<file path="src/rtl/mem_arb.sv">
// Two-port (fetch / LSU) memory arbiter with one outstanding downstream transaction.
// Optional round-robin arbitration is enabled by defining COTM32_ARB_RR_EN.
module mem_arb #(
    parameter int unsigned TIMEOUT_CYCLES = 255
) (
    input  logic        clk,
    input  logic        rst_n,
    input  logic        if_valid,
    output logic        if_ready,
    input  logic [31:0] if_addr,
    input  logic        ls_valid,
    output logic        ls_ready,
    input  logic [31:0] ls_addr,
    input  logic        ls_we,
    input  logic [31:0] ls_wdata,
    input  logic [3:0]  ls_wstrb,
    output logic        if_rsp_valid,
    output logic        ls_rsp_valid,
    output logic [31:0] rsp_rdata,
    output logic        rsp_err,
    output logic        m_valid,
    input  logic        m_ready,
    output logic [31:0] m_addr,
    output logic [2:0]  m_sel,
    output logic        m_we,
    output logic [31:0] m_wdata,
    output logic [3:0]  m_wstrb,
    input  logic        m_rvalid,
    input  logic [31:0] m_rdata
);

    localparam logic [2:0] SEL_UNKNOWN = 3'd0;
    localparam logic [2:0] SEL_BOOTROM = 3'd1;
    localparam logic [2:0] SEL_CLINT   = 3'd2;
    localparam logic [2:0] SEL_UART    = 3'd3;
    localparam logic [2:0] SEL_DMEM    = 3'd4;
    localparam logic [7:0] WAIT_LAST   = 8'(TIMEOUT_CYCLES - 1);

    typedef enum logic [2:0] {
        S_IDLE  = 3'd0,
        S_ISSUE = 3'd1,
        S_WAIT  = 3'd2,
        S_RESP  = 3'd3,
        S_ERR   = 3'd4
    } state_t;

    function automatic logic [2:0] decode_target(input logic [31:0] addr);
        logic [2:0] sel;
        if (addr[31:12] == 20'h00000) begin
            sel = SEL_BOOTROM;
        end else if (addr[31:16] == 16'h0200) begin
            sel = SEL_CLINT;
        end else if (addr[31:8] == 24'h100000) begin
            sel = SEL_UART;
        end else if (addr[31:12] == 20'h80000) begin
            sel = SEL_DMEM;
        end else begin
            sel = SEL_UNKNOWN;
        end
        return sel;
    endfunction

    state_t      state_r;
    logic [31:0] addr_r;
    logic [2:0]  sel_r;
    logic        we_r;
    logic [31:0] wdata_r;
    logic [3:0]  wstrb_r;
    logic        owner_ls_r;
    logic [31:0] rdata_r;
    logic        err_r;
    logic [7:0]  cnt_r;
`ifdef COTM32_ARB_RR_EN
    logic        last_ls_r;
`endif

    logic        grant_ls_s;
    logic        grant_if_s;
    logic        accept_s;
    logic [31:0] sel_addr_s;
    logic        sel_we_s;
    logic [31:0] sel_wdata_s;
    logic [3:0]  sel_wstrb_s;
    logic [2:0]  target_s;
    logic        bad_s;

    // Arbitration between the two requesters.
    always_comb begin
        grant_ls_s = 1'b0;
        grant_if_s = 1'b0;
`ifdef COTM32_ARB_RR_EN
        if (if_valid && ls_valid) begin
            grant_ls_s = ~last_ls_r;
            grant_if_s = last_ls_r;
        end else begin
            grant_ls_s = ls_valid;
            grant_if_s = if_valid;
        end
`else
        grant_ls_s = ls_valid;
        grant_if_s = if_valid && !ls_valid;
`endif
    end

    assign accept_s = (state_r == S_IDLE) && rst_n;
    assign if_ready = accept_s && grant_if_s;
    assign ls_ready = accept_s && grant_ls_s;

    // Select the winning request fields; fetches are full-word reads.
    always_comb begin
        sel_addr_s  = 32'h0000_0000;
        sel_we_s    = 1'b0;
        sel_wdata_s = 32'h0000_0000;
        sel_wstrb_s = 4'hF;
        if (grant_ls_s) begin
            sel_addr_s  = ls_addr;
            sel_we_s    = ls_we;
            sel_wdata_s = ls_wdata;
            sel_wstrb_s = ls_wstrb;
        end else begin
            sel_addr_s  = if_addr;
        end
        target_s = decode_target(sel_addr_s);
        bad_s    = (target_s == SEL_UNKNOWN)
                || (sel_we_s && (target_s == SEL_BOOTROM))
                || (grant_if_s && (sel_addr_s[1:0] != 2'b00));
    end

    // Transaction FSM and latched request/response state.
    always_ff @(posedge clk) begin
        if (!rst_n) begin
            state_r    <= S_IDLE;
            addr_r     <= 32'h0000_0000;
            sel_r      <= SEL_UNKNOWN;
            we_r       <= 1'b0;
            wdata_r    <= 32'h0000_0000;
            wstrb_r    <= 4'h0;
            owner_ls_r <= 1'b0;
            rdata_r    <= 32'h0000_0000;
            err_r      <= 1'b0;
            cnt_r      <= 8'd0;
`ifdef COTM32_ARB_RR_EN
            last_ls_r  <= 1'b1;
`endif
        end else begin
            case (state_r)
                S_IDLE: begin
                    if (if_ready || ls_ready) begin
                        addr_r     <= sel_addr_s;
                        sel_r      <= target_s;
                        we_r       <= sel_we_s;
                        wdata_r    <= sel_wdata_s;
                        wstrb_r    <= sel_wstrb_s;
                        owner_ls_r <= grant_ls_s;
                        state_r    <= bad_s ? S_ERR : S_ISSUE;
`ifdef COTM32_ARB_RR_EN
                        last_ls_r  <= grant_ls_s;
`endif
                    end else begin
                        state_r <= S_IDLE;
                    end
                end
                S_ISSUE: begin
                    if (m_ready) begin
                        state_r <= S_WAIT;
                        cnt_r   <= 8'd0;
                    end else begin
                        state_r <= S_ISSUE;
                    end
                end
                S_WAIT: begin
                    if (m_rvalid) begin
                        rdata_r <= m_rdata;
                        err_r   <= 1'b0;
                        state_r <= S_RESP;
                    end else if (cnt_r == WAIT_LAST) begin
                        rdata_r <= 32'h0000_0000;
                        err_r   <= 1'b1;
                        state_r <= S_RESP;
                    end else begin
                        cnt_r   <= cnt_r + 8'd1;
                    end
                end
                S_RESP:  state_r <= S_IDLE;
                S_ERR:   state_r <= S_IDLE;
                default: state_r <= S_IDLE;
            endcase
        end
    end

    // Downstream request and shared response outputs are decoded from registered state only.
    always_comb begin
        m_valid      = (state_r == S_ISSUE);
        m_addr       = 32'h0000_0000;
        m_sel        = SEL_UNKNOWN;
        m_we         = 1'b0;
        m_wdata      = 32'h0000_0000;
        m_wstrb      = 4'h0;
        if (m_valid) begin
            m_addr  = addr_r;
            m_sel   = sel_r;
            m_we    = we_r;
            m_wdata = wdata_r;
            m_wstrb = wstrb_r;
        end else begin
            m_addr  = 32'h0000_0000;
        end
        if_rsp_valid = ((state_r == S_RESP) || (state_r == S_ERR)) && !owner_ls_r;
        ls_rsp_valid = ((state_r == S_RESP) || (state_r == S_ERR)) && owner_ls_r;
        rsp_err      = (state_r == S_ERR) || ((state_r == S_RESP) && err_r);
        rsp_rdata    = (state_r == S_RESP) ? rdata_r : 32'h0000_0000;
    end

endmodule

</file>
<file path="config.mk">
export PLATFORM = sky130hd
export DESIGN_NAME = mem_arb
export DESIGN_NICKNAME = d
export VERILOG_FILES = /design/src/rtl/mem_arb.sv
export SDC_FILE = /design/constraint.sdc
export NUM_CORES = 1
export LEC_CHECK = 0
export CAP_MARGIN = 0
export CORE_MARGIN = 2
export CORE_UTILIZATION = 38
export DETAILED_ROUTE_END_ITERATION = 16
export GPL_TIMING_DRIVEN = 0
export HOLD_SLACK_MARGIN = 0.08
export PLACE_DENSITY = 0.78
export SYNTH_ARGS = -nofsm -noshare
export SYNTH_HDL_FRONTEND = slang
export SYNTH_SLANG_ARGS = --single-unit
</file>
<file path="constraint.sdc">
create_clock -name clk -period 1.9 [get_ports clk]
set_input_delay 0.19 -clock clk [delete_from_list [all_inputs] [get_ports clk]]
set_output_delay 0.19 -clock clk [all_outputs]
set_load 0.02 [all_outputs]
</file>
======== Yosys cells after proc, flatten, opt, wreduce, memory -nomap -nowiden ========
Index checks and enable logic that the tools add are counted.
word-level totals
  bits of input ports ..................... 139
  flip-flop bits (word level) ............. 117
cells by class
  reduce and logical (&&, ||, !) cells .... 25
  mux-type cells .......................... 28
  add/subtract/negate cells ............... 1
  eq/ne operators ......................... 13
operator list
  operator                                                                 number
  32-bit two-way mux                                                       7
  3-bit two-way mux                                                        9
  24-bit by 21-bit equality test with 1-bit output, second input constant  1
  8-bit two-way mux                                                        3
  20-bit equality test, second input constant                              1
  20-bit zero test                                                         1
  16-bit by 10-bit equality test with 1-bit output, second input constant  1
  8-bit case mux with 2 select lines                                       1
  1-bit logical AND                                                        9
  3-bit case mux with 3 select lines                                       1
  8-bit by 1-bit adder with 8-bit output, second input constant            1
  8-bit equality test, second input constant                               1
  4-bit two-way mux                                                        2
  3-bit by 1-bit equality test with 1-bit output, second input constant    2
  3-bit by 2-bit equality test with 1-bit output, second input constant    2
  3-bit zero test                                                          2
  2-bit nonzero test                                                       3
  1-bit logical OR                                                         5
  1-bit two-way mux                                                        4
  2-bit inequality test, second input constant                             2
  2-bit AND reduction                                                      2
  4-bit AND reduction                                                      1
  3-bit equality test, second input constant                               1
  3-bit inequality test, second input constant                             1
  other kinds (3)                                                          4

======== Logic depth before layout (Yosys ltp) ========
Gate-level depths: netlist of the first run.
  depth after elaboration ................. 13
  depth in mapped cells ................... 8
  depth with buffers taken out ............ 7

======== Worst setup path after synthesis of the first run ========
Ideal clock, no wire load.
  path kind ............................... register -> register
  start ................................... register cnt_r[0]
  end ..................................... register rdata_r[18]
  buffers on the path ..................... 1
  required time ........................... 1,835 ps
  path slack .............................. 83 ps
  period minus slack after synthesis ...... 1,817 ps
  setup time .............................. 65 ps
  arrival ................................. 1,752 ps
  cell stages (with the launch flop) ...... 9
  path through ............................ dfxtp_1 > inv_1 > ha_1 > and3_2 > and2_1 > o21ai_1 > clkbuf_1 > a22oi_1 > nor2_1
on the way
  longest elaborated chain between the ends .. 3
ends and longest elaborated chain
  what                           line  source
  start, declared                72    logic [7:0] cnt_r;
  start signal, assigned         181   cnt_r <= cnt_r + 8'd1;
  8-bit equality test            176   end else if (cnt_r == WAIT_LAST) begin
  2-bit nonzero test (no line)   n/a
  2-bit AND reduction (no line)  n/a
  end signal, assigned           173   rdata_r <= m_rdata;
  end, declared                  70    logic [31:0] rdata_r;
No other way between the ends.
A chain may end at the register's enable or synchronous reset.

======== Worst setup path after layout of the first run ========
  start ................................... register state_r[0]
  end ..................................... output m_addr[11]
on the way
  longest elaborated chain between the ends .. 2
ends and longest elaborated chain
  what                                            line  source
  start, declared                                 63    state_t state_r;
  start signal, assigned                          155   state_r <= bad_s ? S_ERR : S_ISSUE;
  3-bit by 1-bit equality test with 1-bit output  193   m_valid = (state_r == S_ISSUE);
  32-bit two-way mux                              199   if (m_valid) begin
  end, declared                                   23    output logic [31:0] m_addr,
No other way between the ends.

==> flow_metrics.py, run 1 <==
metrics = {
    "run_status": {
        "status": "finished with violations",
        "violations": "setup timing",
    },
    "clocking": {
        "tritoncts": "built",
        "cts_num_sinks": 117,
        "worstSkewPairLatency_ns": 0.41,
        "htree_levels": 4,
        "path_clk_slew_ns": 0.06,
        "cts_root_buffer": "clkbuf_16",
        "cts_buffers": 17,
        "clock_path_buffers": 2,
        "hold_buffers": 0,
    },
    "synthesis": {
        "synthFlopType": "dfxtp_1",
        "syn_inst": 618,
        "ys_async_sr_fraction_pct": 0,
        "synthSimpleGateAreaFrac_pct": 26.88,
        "synth.distinct_cells": 47,
        "synth-compound-area-share_pct": 17.83,
        "synth_most_common_cell": "dfxtp_1",
        "synth_area_leaders": "dfxtp_1 (44%), and2_1 (12%), a22oi_1 (9.2%)",
        "synth-warning-count": 0,
        "yosysTopAreaCell": "dfxtp_1",
        "synth_xor_xnor_area_share_pct": 0.6527,
        "ys_seq_area_share_pct": 43.64,
        "synth_area_per_cell_um2": 8.686,
        "synth_fa_ha_area_share_pct": 0.4662,
        "yosys.area.top_type_share_pct": 43.64,
        "ys_ff_latch": 117,
        "synth_top_family_by_area": "simple AND/OR/NAND/NOR gates",
        "muxShareOfSynthArea_pct": 6.410,
        "synth-edff-count": 0,
        "synth_fp_nets": 759,
        "syn_area_mm2": 0.005368,
        "synth_commonest_cells": "dfxtp_1 (117), nor2_1 (114), and2_1 (107)",
    },
    "worst_setup_path": {
        "end_kind": "output port",
        "r2r_end": "cnt_r[7]$_SDFFE_PN0P_",
        "cp_max_fo": 7,
        "rr_worst_depth": 6,
        "setup.worst_path.class": "reg -> out",
        "worst_ep_required_time_ns": 1.71,
        "worstPathArrival_ns": 1.77,
        "r2r_slack_ns": 0.07,
        "worst_setup_path_start_kind": "register",
        "r2r_start": "state_r[2]$_SDFFE_PN0P_",
    },
    "finish": {
        "final_util_pct": 66.08,
        "layout.nets": 1043,
        "area_growth_pct": 70.23,
        "drive_gt1_share_pct": 26.78,
        "diodes": 0,
    },
    "sta": {
        "drv_slew": 0,
        "finalWorstSetupSlack_ns": -0.05662,
        "finClkSkew_ns": 0.008045,
        "totalNegativeSetupSlack_ns": -0.6575,
        "finalHoldViolCount": 0,
        "max_freq_mhz": 511.1,
        "min_period_ns": 1.957,
        "setup_viol": 25,
        "rsz0062_at_grt": "yes",
        "worst_pin_slew_ns": 0.7149,
        "fin_crit_sh_pct": 103.0,
        "slew_headroom_pct": 52.34,
    },
    "floorplanning": {
        "boundaryPins": 249,
        "die_h_um": 122.9,
        "die_w_um": 122.9,
        "start_util_pct": 38.82,
        "core_area_mm2": 0.01383,
        "die-area_mm2": 0.01509,
        "num_rows": 43,
    },
    "pwr": {
        "p_clk_share_pct": 51.4,
        "internal_power_uw": 5457,
        "p_leak_uw": 0.003737,
        "peakVddDrop_v": 0.0005358,
        "pwr-share-seq_pct": 37.4,
        "p_sw_share_pct": 21.60,
        "power_density_mw_per_mm2": 761.7,
        "pwr-share-comb_pct": 11.1,
        "switchingPower_uw": 1503,
    },
    "grt": {
        "grt_max_degree": 17,
        "grt_antenna_before_repair": 0,
        "grt_overflow": 0,
        "grt_use_total_pct": 23.91,
        "grt_pass1_wl_um": 27760,
        "grt_pass1_vias": 5426,
    },
    "worst_hold_path": {
        "min_to": "rdata_r[6]$_SDFFE_PN0P_",
        "min_from": "m_rdata[6]",
        "hold_path_depth": 3,
        "hold_class": "in -> reg",
    },
    "placed_design": {
        "portBuffers": 248,
        "gp_congestion": 0.8548,
        "dp_hpwl_um": 13420,
    },
    "drt": {
        "via_count": 5567,
        "wire_per_inst_um": 17.09,
        "drt_pass1_iterations": 5,
        "drt_iter0_markers": 283,
        "viasPerCell": 5.084,
        "drtAntennaViolNets": 0,
        "wl_um": 18720,
        "route.detailed.drc": 0,
    },
    "job": {
        "cap_viol_max_count": 0,
    },
}
## layout make-up
| class | instances | area [µm²] |
|---|---|---|
| fillers | 1130 | 4690 |
| repair buffers | 269 | 2576 |
| plain buffers | 46 | 346.6 |
| well taps | 180 | 225.2 |
| clock inverters | 8 | 168.9 |
| multi-input cells | 447 | 2950 |
| inverters | 4 | 20.02 |
| clock buffers | 24 | 491.7 |
| flip-flops and latches | 117 | 2359 |
## layout by cell type, fill, tap and decap left out, drive strengths merged, types with 3 or more instances in the layout
master           n
a211oi          34
a21oi            8
a22oi           66
and2           107
buf            118
bufinv           5
clkbuf          54
clkdlybuf4s15   26
clkdlybuf4s50  138
clkinv           4
dfxtp          117
dlygate4sd2      3
inv              3
mux2             3
mux2i           31
nand2           14
nand3            6
nand4            3
nor2           114
nor2b            3
nor3             6
nor3b            3
nor4             6
nor4b            5
o21ai            4
o22ai            6
xor2             4
## layer usage
metal / track usage (%) / wire length [µm] / part of all wire, % / vias to the layer above
li1: - / - / - / 2748
met1: 28.51 / 7934 / 42 / 2593
met2: 39.88 / 8936 / 48 / 191
met3: 7.110 / 1342 / 7.2 / 35
met4: 10.13 / 503 / 2.7 / 0
met5: 0 / 0 / 0 / -
## timing repair
item                                    CTS  global route
endpoints found under the setup margin  217           170
gates resized for setup                 533           108
pin swaps                                 3            10
buffers inserted                         11             6
gates cloned                              0             4
## power by group through the flow
stage | registers (µW) | logic, µW | clock network (µW)
2_1_floorplan | 2640 | 324 | 0
3_3_place_gp | 2650 | 728 | 0
3_5_place_dp | 2660 | 735 | 0
4_1_cts | 2600 | 762 | 3620
5_1_grt | 2620 | 842 | 3730
6_report | 2600 | 775 | 3580
## stage by stage
stage	area (µm²)	hold slack (ns)	total power [µW]	instances	worst slack [ns]
after detailed placement	8075	0.4404	3391	1046	-0.9795
final	9138	0.3961	6960	1095	-0.05662
after global placement	8075	0.4363	3380	1046	-0.9573
after global routing	9138	0.4059	7192	1095	-0.1159
after floorplan	5368	0.3383	2968	618	0.08274
after CTS	8890	0.3856	6982	1088	-0.06564
## worst max-delay path, cell delays in order, from the launching register on
cell and delay [ns]:
dfxtp_4 0.38, nor3b_4 0.28, buf_8 0.17, buf_6 0.12, clkbuf_16 0.14, and2_4 0.13
buf_6 0.11
## how the worst max path moves through the flow
stage	startpoint	end	slack, ns
after CTS	state_r[0]$_SDFFE_PN0P_	m_addr[3]	-0.07
after global routing	state_r[0]$_SDFFE_PN0P_	m_addr[11]	-0.12
final	state_r[0]$_SDFFE_PN0P_	m_addr[11]	-0.06
after global placement	rst_n	ls_ready	-0.96
after floorplan	cnt_r[0]$_SDFFE_PN0P_	rdata_r[18]$_SDFFE_PN0P_	0.08
after detailed placement	rst_n	ls_ready	-0.98
## registers in the layout, indices dropped and copies added (netlist names)
register,flops
cnt_r,8
owner_ls_r,1
addr_r,32
we_r,1
err_r,1
state_r,3
wdata_r,32
rdata_r,32
sel_r,3
wstrb_r,4
## kinds of logic (layout without fill, tap and decap cells)
logic type | Yosys count | count (layout)
AOI/OAI and AO/OA | 129 | 129
buffers and inverters | 54 | 351
DFF | 117 | 117
muxes | 34 | 34
xor gates and xnor gates | 4 | 4
adders and majority gates | 2 | 2
and+or+nand+nor | 278 | 278
(Power assumes the default switching activity.)
==> run 2, diff against run 1 <==
Settings changed: SKIP_CTS_REPAIR_TIMING set to 1.
==> flow_metrics.py, run 2 (synthesis results as in run 1) <==
metrics = {
    "finish": {
        "stdcell_area_mm2": 0.009329,
        "area_growth_pct": 73.80,
        "reg.largest.list": "addr_r x32, rdata_r x32, wdata_r x32",
        "drive_gt1_share_pct": 27.30,
        "final_util_pct": 67.47,
        "layout.nets": 1051,
        "layout_common_cells": "clkdlybuf4s50_1 (138), nor2_1 (114), dfxtp_1 (113)",
        "diodes": 0,
        "final_common_cell": "clkdlybuf4s50_1",
    },
    "drt": {
        "route.detailed.drc": 0,
        "drt_pass1_iterations": 5,
        "viasPerCell": 5.123,
        "drt_iter0_markers": 304,
        "wl_um": 19030,
        "via_count": 5651,
        "wire_per_inst_um": 17.25,
        "drtAntennaViolNets": 0,
    },
    "floorplanning": {
        "die_h_um": 122.9,
        "boundaryPins": 249,
        "core_area_mm2": 0.01383,
        "die_w_um": 122.9,
        "num_rows": 43,
        "start_util_pct": 38.82,
        "die-area_mm2": 0.01509,
    },
    "worst_setup_path": {
        "cp_max_fo": 7,
        "critical-path-slowest-cell": "dfxtp_4",
        "worst_ep_required_time_ns": 1.71,
        "end_kind": "output port",
        "cpMostUsedCell": "buf_6",
        "setup.worst_path.class": "reg -> out",
        "cp_num_buf_inv": 5,
        "worstPathArrival_ns": 1.83,
        "worstPathCellList": "nor3b_4 -> buf_6 -> buf_6 -> buf_8 -> buf_8 -> and2_1 -> buf_6",
        "worst_setup_path_start_kind": "register",
        "cp_slowest_stage_delay_ns": 0.37,
        "cp_top_family": "buffers and inverters",
    },
    "clocking": {
        "tritoncts": "built",
        "clock_path_buffers": 2,
        "path_clk_slew_ns": 0.06,
        "cts_buffers": 17,
        "cts_root_buffer": "clkbuf_16",
        "worstSkewPairLatency_ns": 0.41,
        "cts_num_sinks": 117,
        "htree_levels": 4,
    },
    "grt": {
        "grt_pass1_vias": 5319,
        "grt_pass1_wl_um": 27030,
        "grt_overflow": 0,
        "grt_antenna_before_repair": 0,
        "grt_use_total_pct": 23.21,
        "grt_max_degree": 17,
    },
    "pwr": {
        "p_clk_share_pct": 51.4,
        "p_leak_uw": 0.004108,
        "power_density_mw_per_mm2": 745.9,
        "internal_power_uw": 5457,
        "p_sw_share_pct": 21.58,
        "switchingPower_uw": 1502,
        "peakVddDrop_v": 0.0005096,
        "pwr-share-seq_pct": 37.5,
        "pwr-share-comb_pct": 11.1,
    },
    "placed_design": {
        "portBuffers": 248,
        "gp_congestion": 0.8548,
        "dpl_cell_area_mm2": 0.008075,
        "dp_hpwl_um": 13420,
    },
    "sta": {
        "hold_slack_ns": 0.3941,
        "setup_viol": 63,
        "min_period_ns": 2.020,
        "finalHoldViolCount": 0,
        "totalNegativeSetupSlack_ns": -3.798,
        "slew_headroom_pct": 53.56,
        "worst_pin_slew_ns": 0.6966,
        "max_freq_mhz": 495.2,
        "rsz0062_at_grt": "yes",
        "drv_slew": 0,
        "finClkSkew_ns": 0.01344,
        "finalWorstSetupSlack_ns": -0.1196,
        "fin_crit_sh_pct": 106.3,
    },
    "run_status": {
        "violations": "setup timing",
        "status": "finished with violations",
    },
    "job": {
        "cap_viol_max_count": 0,
    },
    "worst_hold_path": {
        "hold_class": "in -> reg",
    },
}
run 2: cell types whose count changed in the layout (fill, tap and decap cells not counted), sizes merged:
cell / before / now
clkinv: 4 / 3
clkdlybuf4s15: 26 / 0
dlygate4sd2: 3 / 0
clkinvlp: 0 / 1
clkbuf: 54 / 60
dlymetal6s2s: 0 / 16
buf: 118 / 133
run 2: area by class of cell:
class / instances / area, µm²
plain buffers: 49 / 340.3
clock inverters: 8 / 168.9
inverters: 4 / 18.77
flip-flops and latches: 117 / 2357
well taps: 180 / 225.2
fillers: 1114 / 4498
multi-input cells: 447 / 2979
repair buffers: 274 / 2748
clock buffers: 24 / 491.7
run 2: worst paths after layout:
kind | to | cells past startpoint | slack (ns) | startpoint
max reg2reg | state_r[0]$_SDFFE_PN0P_ | 7 | 0.01 | state_r[0]$_SDFFE_PN0P_
max | m_addr[10] | 7 | -0.12 | state_r[1]$_SDFFE_PN0P_
min reg2reg | sel_r[0]$_SDFFE_PN0P_ | 2 | 0.45 | sel_r[0]$_SDFFE_PN0P_
min | rdata_r[25]$_SDFFE_PN0P_ | 3 | 0.39 | m_rdata[25]
run 2: routing by layer:
layer  vias to the layer above  track usage, %  part of all wire (%)
li1                       2758               -                     -
met1                      2636           27.84                    41
met2                       225           38.40                    49
met3                        32           7.063                   7.2
met4                         0           9.842                   2.5
met5                         -               0                     0
run 2: per-stage QoR:
stage                     std cells  setup WS, ns  power, µW
after global placement         1046       -0.9573       3380
after CTS                      1078        -1.243       6962
after detailed placement       1046       -0.9795       3391
after floorplan                 618       0.08274       2968
final                          1103       -0.1196       6959
after global routing           1103       -0.1918       7192
run 2: power by group through the flow:
stage,Combinational [µW],Sequential [µW],Clock (µW)
finish,773,2610,3580
global placement,728,2650,0
floorplan,324,2640,0
detailed placement,735,2660,0
CTS,739,2600,3620
global route,842,2620,3730
run 2: worst reg2reg max path: stages, from the launching register on:
cell	delay [ns]
dfxtp_4	0.36
buf_4	0.14
nor3b_2	0.31
and2_1	0.19
clkbuf_1	0.26
o21bai_1	0.10
a211o_2	0.33
a31oi_1	0.12
